$ cat src/rtl/serial_subtractor_pkg.sv
// Shared definitions for the bit-serial arithmetic blocks: FSM state encoding
// and the default operand width.
package serial_subtractor_pkg;

   typedef enum logic [1:0] {
      ST_IDLE  = 2'd0,
      ST_SHIFT = 2'd1,
      ST_DONE  = 2'd2
   } state_t;

   localparam int DEF_DATA_WIDTH = 8;

endpackage

$ cat src/rtl/serial_subtractor_full_subtractor.sv
// Single-bit full subtractor cell: a - b - borrow_in.
module full_subtractor (
   input  logic Data_A_In,
   input  logic Data_B_In,
   input  logic Borrow_In,
   output logic Difference_Out,
   output logic Borrow_Out
);

   logic w_axb;

   assign w_axb          = Data_A_In ^ Data_B_In;
   assign Difference_Out = w_axb ^ Borrow_In;
   assign Borrow_Out     = (~Data_A_In & Data_B_In) | (~w_axb & Borrow_In);

endmodule

$ cat src/rtl/serial_subtractor.sv
// Bit-serial unsigned subtractor: one bit per clock, LSB first, through a
// single full_subtractor cell. Start/Ready in, Valid/Ack out.
module serial_subtractor
   import serial_subtractor_pkg::*;
#(
   parameter int DATA_WIDTH = DEF_DATA_WIDTH
) (
   input  logic                  Clock_In,
   input  logic                  Reset_In,
   input  logic                  Start_In,
   output logic                  Ready_Out,
   input  logic [DATA_WIDTH-1:0] Data_A_In,
   input  logic [DATA_WIDTH-1:0] Data_B_In,
   output logic [DATA_WIDTH-1:0] Difference_Out,
   output logic                  Borrow_Out,
   output logic                  Valid_Out,
   input  logic                  Result_Ack_In
);

   localparam int CW = (DATA_WIDTH > 1) ? $clog2(DATA_WIDTH) : 1;
   localparam logic [CW-1:0] LAST_BIT = CW'(DATA_WIDTH - 1);

   state_t                r_state;
   state_t                w_next;
   logic [DATA_WIDTH-1:0] r_a;
   logic [DATA_WIDTH-1:0] r_b;
   logic [DATA_WIDTH-1:0] r_res;
   logic [DATA_WIDTH-1:0] r_diff;
   logic                  r_br;
   logic                  r_borrow;
   logic [CW-1:0]         r_cnt;
   logic                  w_d;
   logic                  w_bout;
   logic                  w_accept;
   logic                  w_last;

   full_subtractor u_cell (
      .Data_A_In      (r_a[0]),
      .Data_B_In      (r_b[0]),
      .Borrow_In      (r_br),
      .Difference_Out (w_d),
      .Borrow_Out     (w_bout)
   );

   assign w_accept = Start_In & (r_state == ST_IDLE);
   assign w_last   = (r_cnt == LAST_BIT);

   always_ff @(posedge Clock_In or posedge Reset_In) begin
      if (Reset_In) r_state <= ST_IDLE;
      else          r_state <= w_next;
   end

   always_comb begin
      w_next = r_state;
      case (r_state)
         ST_IDLE:  if (Start_In)      w_next = ST_SHIFT;
         ST_SHIFT: if (w_last)        w_next = ST_DONE;
         ST_DONE:  if (Result_Ack_In) w_next = ST_IDLE;
         default:                     w_next = ST_IDLE;
      endcase
   end

   // Datapath only moves while shifting; the output registers load solely on
   // the final bit so they hold the last result through DONE and after Ack.
   always_ff @(posedge Clock_In or posedge Reset_In) begin
      if (Reset_In) begin
         r_a      <= '0;
         r_b      <= '0;
         r_res    <= '0;
         r_br     <= 1'b0;
         r_cnt    <= '0;
         r_diff   <= '0;
         r_borrow <= 1'b0;
      end else if (w_accept) begin
         r_a   <= Data_A_In;
         r_b   <= Data_B_In;
         r_br  <= 1'b0;
         r_cnt <= '0;
      end else if (r_state == ST_SHIFT) begin
         r_a   <= r_a >> 1;
         r_b   <= r_b >> 1;
         r_br  <= w_bout;
         r_res <= {w_d, r_res[DATA_WIDTH-1:1]};
         r_cnt <= r_cnt + CW'(1);
         if (w_last) begin
            r_diff   <= {w_d, r_res[DATA_WIDTH-1:1]};
            r_borrow <= w_bout;
         end
      end
   end

   assign Ready_Out      = (r_state == ST_IDLE);
   assign Valid_Out      = (r_state == ST_DONE);
   assign Difference_Out = r_diff;
   assign Borrow_Out     = r_borrow;

endmodule
$ cat config.mk
export PLATFORM = sky130hd
export DESIGN_NAME = serial_subtractor
export DESIGN_NICKNAME = d
export VERILOG_FILES = /design/src/rtl/serial_subtractor_pkg.sv /design/src/rtl/serial_subtractor_full_subtractor.sv /design/src/rtl/serial_subtractor.sv
export SDC_FILE = /design/constraint.sdc
export NUM_CORES = 1
export LEC_CHECK = 0
export CAP_MARGIN = 20
export CORE_UTILIZATION = 55
export CTS_CLUSTER_SIZE = 12
export DETAILED_ROUTE_END_ITERATION = 10
export GPL_TIMING_DRIVEN = 0
export PLACE_DENSITY_LB_ADDON = 0.3
export SLEW_MARGIN = 20
export SYNTH_ARGS = -nofsm -noshare
export SYNTH_HDL_FRONTEND = slang
export SYNTH_SLANG_ARGS = --single-unit
$ cat constraint.sdc
create_clock -name Clock_In -period 2.18 [get_ports Clock_In]
set_input_delay 0.545 -clock Clock_In [delete_from_list [all_inputs] [get_ports Clock_In]]
set_output_delay 0.545 -clock Clock_In [all_outputs]
set_load 0.05 [all_outputs]
After elaboration in Yosys (flattened, before gate mapping)
Index checks and enable logic that the tools add are counted.
- flip-flop bits (word level): 39
- logic and storage cells: 41
- bits of input ports: 20
- output and inout bits: 11
- multiplexer cells: 12
- equal/unequal tests: 6
- add/sub/neg operators: 1
- reduce and logical (&&, ||, !) cells: 5
- bitwise operators: 9
- operators by type and width (cell ; number):
    $mux 8 ; 4
    $mux 2 ; 3
    $mux 3 ; 2
    $pmux 2 s3 ; 1
    $reduce_and 3->1 ; 2
    $ne 2x2->1 const B ; 2
    $add 3x1->3 const B ; 1
    $and 1x1->1 ; 3
    $eq 3x3->1 const B ; 1
    $not 1->1 ; 3
    $eq 2x1->1 const B ; 1
    $eq 2x2->1 const B ; 1
    $logic_not 2->1 ; 1
    $mux 1 ; 2
    $ne 2x1->1 const B ; 1
    $reduce_and 2->1 ; 1
    $reduce_bool 2->1 ; 1
    $xor 1x1->1 ; 2
    $or 1x1->1 ; 1

Logic depth before layout (Yosys ltp)
- depth in word-level cells: 6
- gate-level depth with buffers: 5
- mapped depth without buffers: 4

Modules after synthesis
From an unflattened synthesis, not the netlist that was laid out.
- cells, all modules: 147
- area, all modules: 1811.7 um^2
- by module, submodules not included (module ; instances ; area each (um^2) ; cells an instance):
    serial_subtractor ; 1 ; 1780.5 ; 143
    full_subtractor ; 1 ; 31.3 ; 4

Worst setup path after synthesis
No wires, ideal clock.
- kind: register -> output
- start point: reg r_state[0]
- end point: out Ready_Out
- arrival time: 1.368 ns
- path slack: 0.267 ns
- stages on the path, launching flop included: 4
- cells stage by stage: dfrtp_1 -> buf_6 -> buf_6 -> nor2_1
- cells in the longest elaborated chain, start to end: 1
- RTL lines (item ; RTL line ; RTL):
    start, declared ; serial_subtractor.sv:23 ; state_t r_state;
    start signal, assigned ; serial_subtractor.sv:50 ; else r_state <= w_next;
    $logic_not 2->1 ; serial_subtractor.sv:92 ; assign Ready_Out = (r_state == ST_IDLE);
    end, declared ; serial_subtractor.sv:11 ; output logic Ready_Out,
No other way between the ends.

Worst setup path after layout
- start point: reg r_state[0]
- end point: out Valid_Out
- cells in the longest elaborated chain, start to end: 1
- RTL lines (item ; RTL line ; RTL):
    $eq 2x2->1 ; serial_subtractor.sv:93 ; assign Valid_Out = (r_state == ST_DONE);
    end, declared ; serial_subtractor.sv:16 ; output logic Valid_Out,
No other way between the ends.

==> results_tabular.tex <==
\begin{tabular}{lr}
\hline
Metric & Value \\
\hline
\multicolumn{2}{l}{\textbf{Global routing}} \\
Number of global-route vias before repair & about 1400 \\
Met2 track utilization from global routing & between 30\% and 40\% \\
GR Overflow Total & 0 \\
Met1 capacity usage during global routing & between 20\% and 30\% \\
Combined global-route utilization of all metal layers & between 20 and 25\% \\
Met3 usage in global routing & under 10\% \\
Maximum number of pins on one net before global-route repair & 39 \\
Layer carrying the most global-route usage & met2 \\
Wire length of the first global-routing pass & between 6 and 7 mm \\
Initial antenna violation count & 0 \\
\multicolumn{2}{l}{\textbf{Timing}} \\
Max Clk Rate & roughly 0.48 GHz \\
Slew Limit Fails & 0 \\
Unrepaired setup endpoints after global routing & false \\
Final setup TNS & 0 ns \\
Number of endpoints failing setup at the final stage & 0 \\
Final Skew & just over 0.009 ns \\
Final hold violation count & 0 \\
Fin crit period & about 2.1 ns \\
Worst Hold Margin & a little under 0.5 ns \\
Period Utilization, post-route & between 90\% and 100\% \\
Worst max-slew margin expressed relative to the limit & between 40\% and 50\% \\
Pin slew with the least headroom to its limit & about 0.77 ns \\
\multicolumn{2}{l}{\textbf{Floorplan}} \\
Core Area & between 3000 and 4000 µm² \\
Cell row count & 20 \\
\# IOs & 31 \\
Starting utilization of the core area & $\sim$59\% \\
DIE WIDTH & 59.9 µm \\
Die height & around 60 µm \\
Area of the die & 3580 µm² \\
\multicolumn{2}{l}{\textbf{Critical path}} \\
WS Path Type & register to output pin \\
Top cell by count, worst path & sky130\_fd\_sc\_hd\_\_buf\_6 \\
Required time of the worst setup path & $\sim$1.6 ns \\
Master of the slowest instance on the critical path & sky130\_fd\_sc\_hd\_\_dfrtp\_1 \\
Sum of buffers and inverters on the critical path & 4 \\
Worst-path maximum fanout & 10 \\
Top delay family on crit path & buffers and inverters \\
Startpoint Class & register \\
Ordered cell list for the critical path & buf\_6 > buf\_6 > nand2b\_1 > inv\_1 > clkdlybuf4s18\_2 \\
Crit end category & output pin \\
Data arrival time of the critical path & approximately 1.5 ns \\
Maximum single-stage delay on the critical path & around 0.38 ns \\
\multicolumn{2}{l}{\textbf{Drt}} \\
Post-DRT Antenna Nets & 0 \\
Initial drt markers & 49 \\
Number of detailed-routing iterations run before antenna repair & 4 \\
Drt wl/cell & approximately 15 µm \\
Via count & 1266 \\
Number of remaining DRC errors & 0 \\
Via-per-instance ratio & about 5.6 \\
Routed wire length & about 3.5 mm \\
\multicolumn{2}{l}{\textbf{Synthesis}} \\
Share of synthesized area occupied by flip-flops and latches & 51.7\% \\
Share of synthesized flip-flops with an asynchronous set or reset & 100\% \\
Library cells used by synthesis & 29 \\
Nets in the synthesized netlist & between 150 and 200 \\
Synthesized cell area & approximately 1800 µm² \\
Number of standard cells after synthesis & about 140 \\
YS warnings & 0 \\
Number of synthesized flops with an enable pin & 0 \\
Mean Syn Cell Area & 12.8 µm² \\
Synthesis-stage register bit count & 38 \\
Most used DFF post-synth & sky130\_fd\_sc\_hd\_\_dfrtp\_1 \\
\multicolumn{2}{l}{\textbf{Power and ir drop}} \\
Int Pwr & $\sim$0.0019 W \\
Power density over cell area & 1410 nW/µm² \\
Static leakage & between 0.9 and 1 nW \\
Clock network fraction of total power & a little over a tenth \\
Peak supply drop & 0.745 mV \\
Post-route total power & $\sim$0.0032 W \\
Power dissipated by switching net loads & roughly 0.0013 W \\
Portion of total power attributed to sequential cells & between 30\% and 40\% \\
Share of total power consumed by net switching & 40.4\% \\
Combinational power share & between 50\% and 60\% \\
\multicolumn{2}{l}{\textbf{Placement}} \\
Routability cong. & between 0.8 and 0.9 \\
HPWL Detailed & approximately 2.4 mm \\
Number of cells in the design after placement & $\sim$220 \\
IO buf count & 30 \\
\multicolumn{2}{l}{\textbf{Finish}} \\
Antenna fix cells & 0 \\
Fin cells & 225 \\
Fin nets & 204 \\
Share of layout cells above drive strength 1 & roughly a quarter \\
Total area of multi-input combinational cells & between 700 and 800 µm² \\
Area added between synthesis and finish & 21.9\% \\
Number of fill cells & 241 \\
Register area & between 900 and 1000 µm² \\
\multicolumn{2}{l}{\textbf{Clocking}} \\
Worst-path clk slew & around 0.11 ns \\
Post-CTS Hold Fix Bufs & 0 \\
Later-pin clock latency in the skew report & 0.34 ns \\
Clk sinks & 38 \\
Largest buffer count on any clock path & 2 \\
CTS tree & yes \\
Clock buffers created by TritonCTS & 5 \\
Root buffer cell & sky130\_fd\_sc\_hd\_\_clkbuf\_4 \\
H-tree Lvls & 2 \\
\multicolumn{2}{l}{\textbf{Run status}} \\
Status & finished clean \\
\multicolumn{2}{l}{\textbf{Min path}} \\
Path class of the lowest-slack min-delay path & register to register \\
\multicolumn{2}{l}{\textbf{Run}} \\
Max\_cap viols & 0 \\
\hline
\end{tabular}
state kept, by name, summed over array words and instances (netlist names):
| register | count |
|---|---|
| Borrow_Out | 1 |
| Difference_Out | 8 |
| r_a | 8 |
| r_b | 8 |
| r_br | 1 |
| r_cnt | 3 |
| r_res | 7 |
| r_state | 2 |
worst paths after layout:
kind,end,slack (ns),from,cells after the start
setup / recovery,Valid_Out,0.09,r_state[0],5
hold / removal,r_cnt[0],0.49,r_cnt[0],1
setup reg to reg,Difference_Out[2],0.54,r_cnt[0],5
hold reg to reg,r_cnt[0],0.49,r_cnt[0],1
max in group asynchronous,Difference_Out[3],1.04,Reset_In,2
min in group asynchronous,r_a[0],0.65,Reset_In,2
per-layer routing:
metal	wire [µm]	vias up
met5	0	-
met2	1690	35
met4	39	0
met3	160	5
met1	1570	633
li1	-	593
cells in the mapped netlist, types with 2 or more instances:
| library cell | n | area (µm²) |
|---|---|---|
| sky130_fd_sc_hd__buf_2 | 6 | 30.0 |
| sky130_fd_sc_hd__buf_4 | 2 | 15.0 |
| sky130_fd_sc_hd__nor2b_1 | 3 | 18.8 |
| sky130_fd_sc_hd__nor4b_2 | 5 | 75.1 |
| sky130_fd_sc_hd__inv_1 | 15 | 56.3 |
| sky130_fd_sc_hd__a221oi_2 | 2 | 30.0 |
| sky130_fd_sc_hd__nor4b_1 | 4 | 35.0 |
| sky130_fd_sc_hd__mux2i_1 | 2 | 20.0 |
| sky130_fd_sc_hd__nor4bb_1 | 2 | 20.0 |
| sky130_fd_sc_hd__a22o_1 | 2 | 17.5 |
| sky130_fd_sc_hd__or4b_1 | 3 | 30.0 |
| sky130_fd_sc_hd__buf_6 | 3 | 33.8 |
| sky130_fd_sc_hd__nor3b_1 | 13 | 97.6 |
| sky130_fd_sc_hd__mux2_2 | 15 | 169 |
| sky130_fd_sc_hd__nand2b_1 | 4 | 25.0 |
| sky130_fd_sc_hd__a211o_1 | 2 | 17.5 |
| sky130_fd_sc_hd__a211oi_1 | 9 | 67.6 |
| sky130_fd_sc_hd__o221a_1 | 3 | 33.8 |
| sky130_fd_sc_hd__ha_1 | 2 | 25.0 |
| sky130_fd_sc_hd__dfrtp_1 | 38 | 951 |
through the flow:
| stage | util [%] | setup WS (ns) | area (µm²) |
|---|---|---|---|
| floorplan | - | 0.267 | 1840 |
| global placement | 70.8 | -0.0790 | 2200 |
| detailed placement | 70.8 | -0.107 | 2200 |
| CTS | 72.2 | 0.0578 | 2240 |
| global route | 72.3 | 0.00161 | 2240 |
| finish | 72.3 | 0.0932 | 2240 |
logic make-up (layout without fill, tap and decap cells):
kind of cell	after synthesis	in the layout	share of synthesized area [%]
flip-flops	38	38	51.7
AND/OR/NAND/NOR	36	36	17.0
buffers and inverters	27	64	7.55
AO/OA/AOI/OAI	23	23	11.1
multiplexers	17	17	10.3
adder cells (fa/ha/maj)	3	3	2.45
cell type report:
cell class / count / share of cell area [%]
Buffer: 12 / 3.68
Sequential cell: 38 / 42.4
Clock buffer: 5 / 1.67
Multi-Input combinational cell: 79 / 33.6
Inverter: 15 / 2.51
Timing Repair Buffer: 30 / 13.3
Tap cell: 44 / 2.45
Clock inverter: 2 / 0.446
power by group through the flow:
stage | clock network [W] | logic [W] | registers (W)
global route | 0.000383 | 0.00173 | 0.00127
CTS | 0.000350 | 0.00159 | 0.00123
global placement | 0 | 0.00154 | 0.00122
floorplan | 0 | 0.000932 | 0.00146
finish | 0.000342 | 0.00159 | 0.00123
detailed placement | 0 | 0.00160 | 0.00125
cells in the final DEF (no fill, tap or decap), drive strengths merged:
cell,instances
ha,2
nor4b,9
mux2i,2
fa,1
dfrtp,38
nor3b,13
clkdlybuf4s50,28
inv,15
clkbuf,7
or4b,3
a21oi,1
o21bai,1
a211o,2
o221a,3
nor2,1
nand2b,4
nor2b,3
clkdlybuf4s18,1
nor4bb,2
nand3b,1
buf,11
o22ai,1
a22o,2
clkinv,2
o21ba,1
a221oi,2
o21ai,1
a211oi,9
mux2,15
timing repair:
item / CTS / global route
setup endpoints to repair: 2 / 2
resized for setup: 8 / 3
pin swaps: 0 / 0
cloned: 0 / 0
setup buffers: 0 / 0
Note: power is estimated with default switching activity, not from simulation.
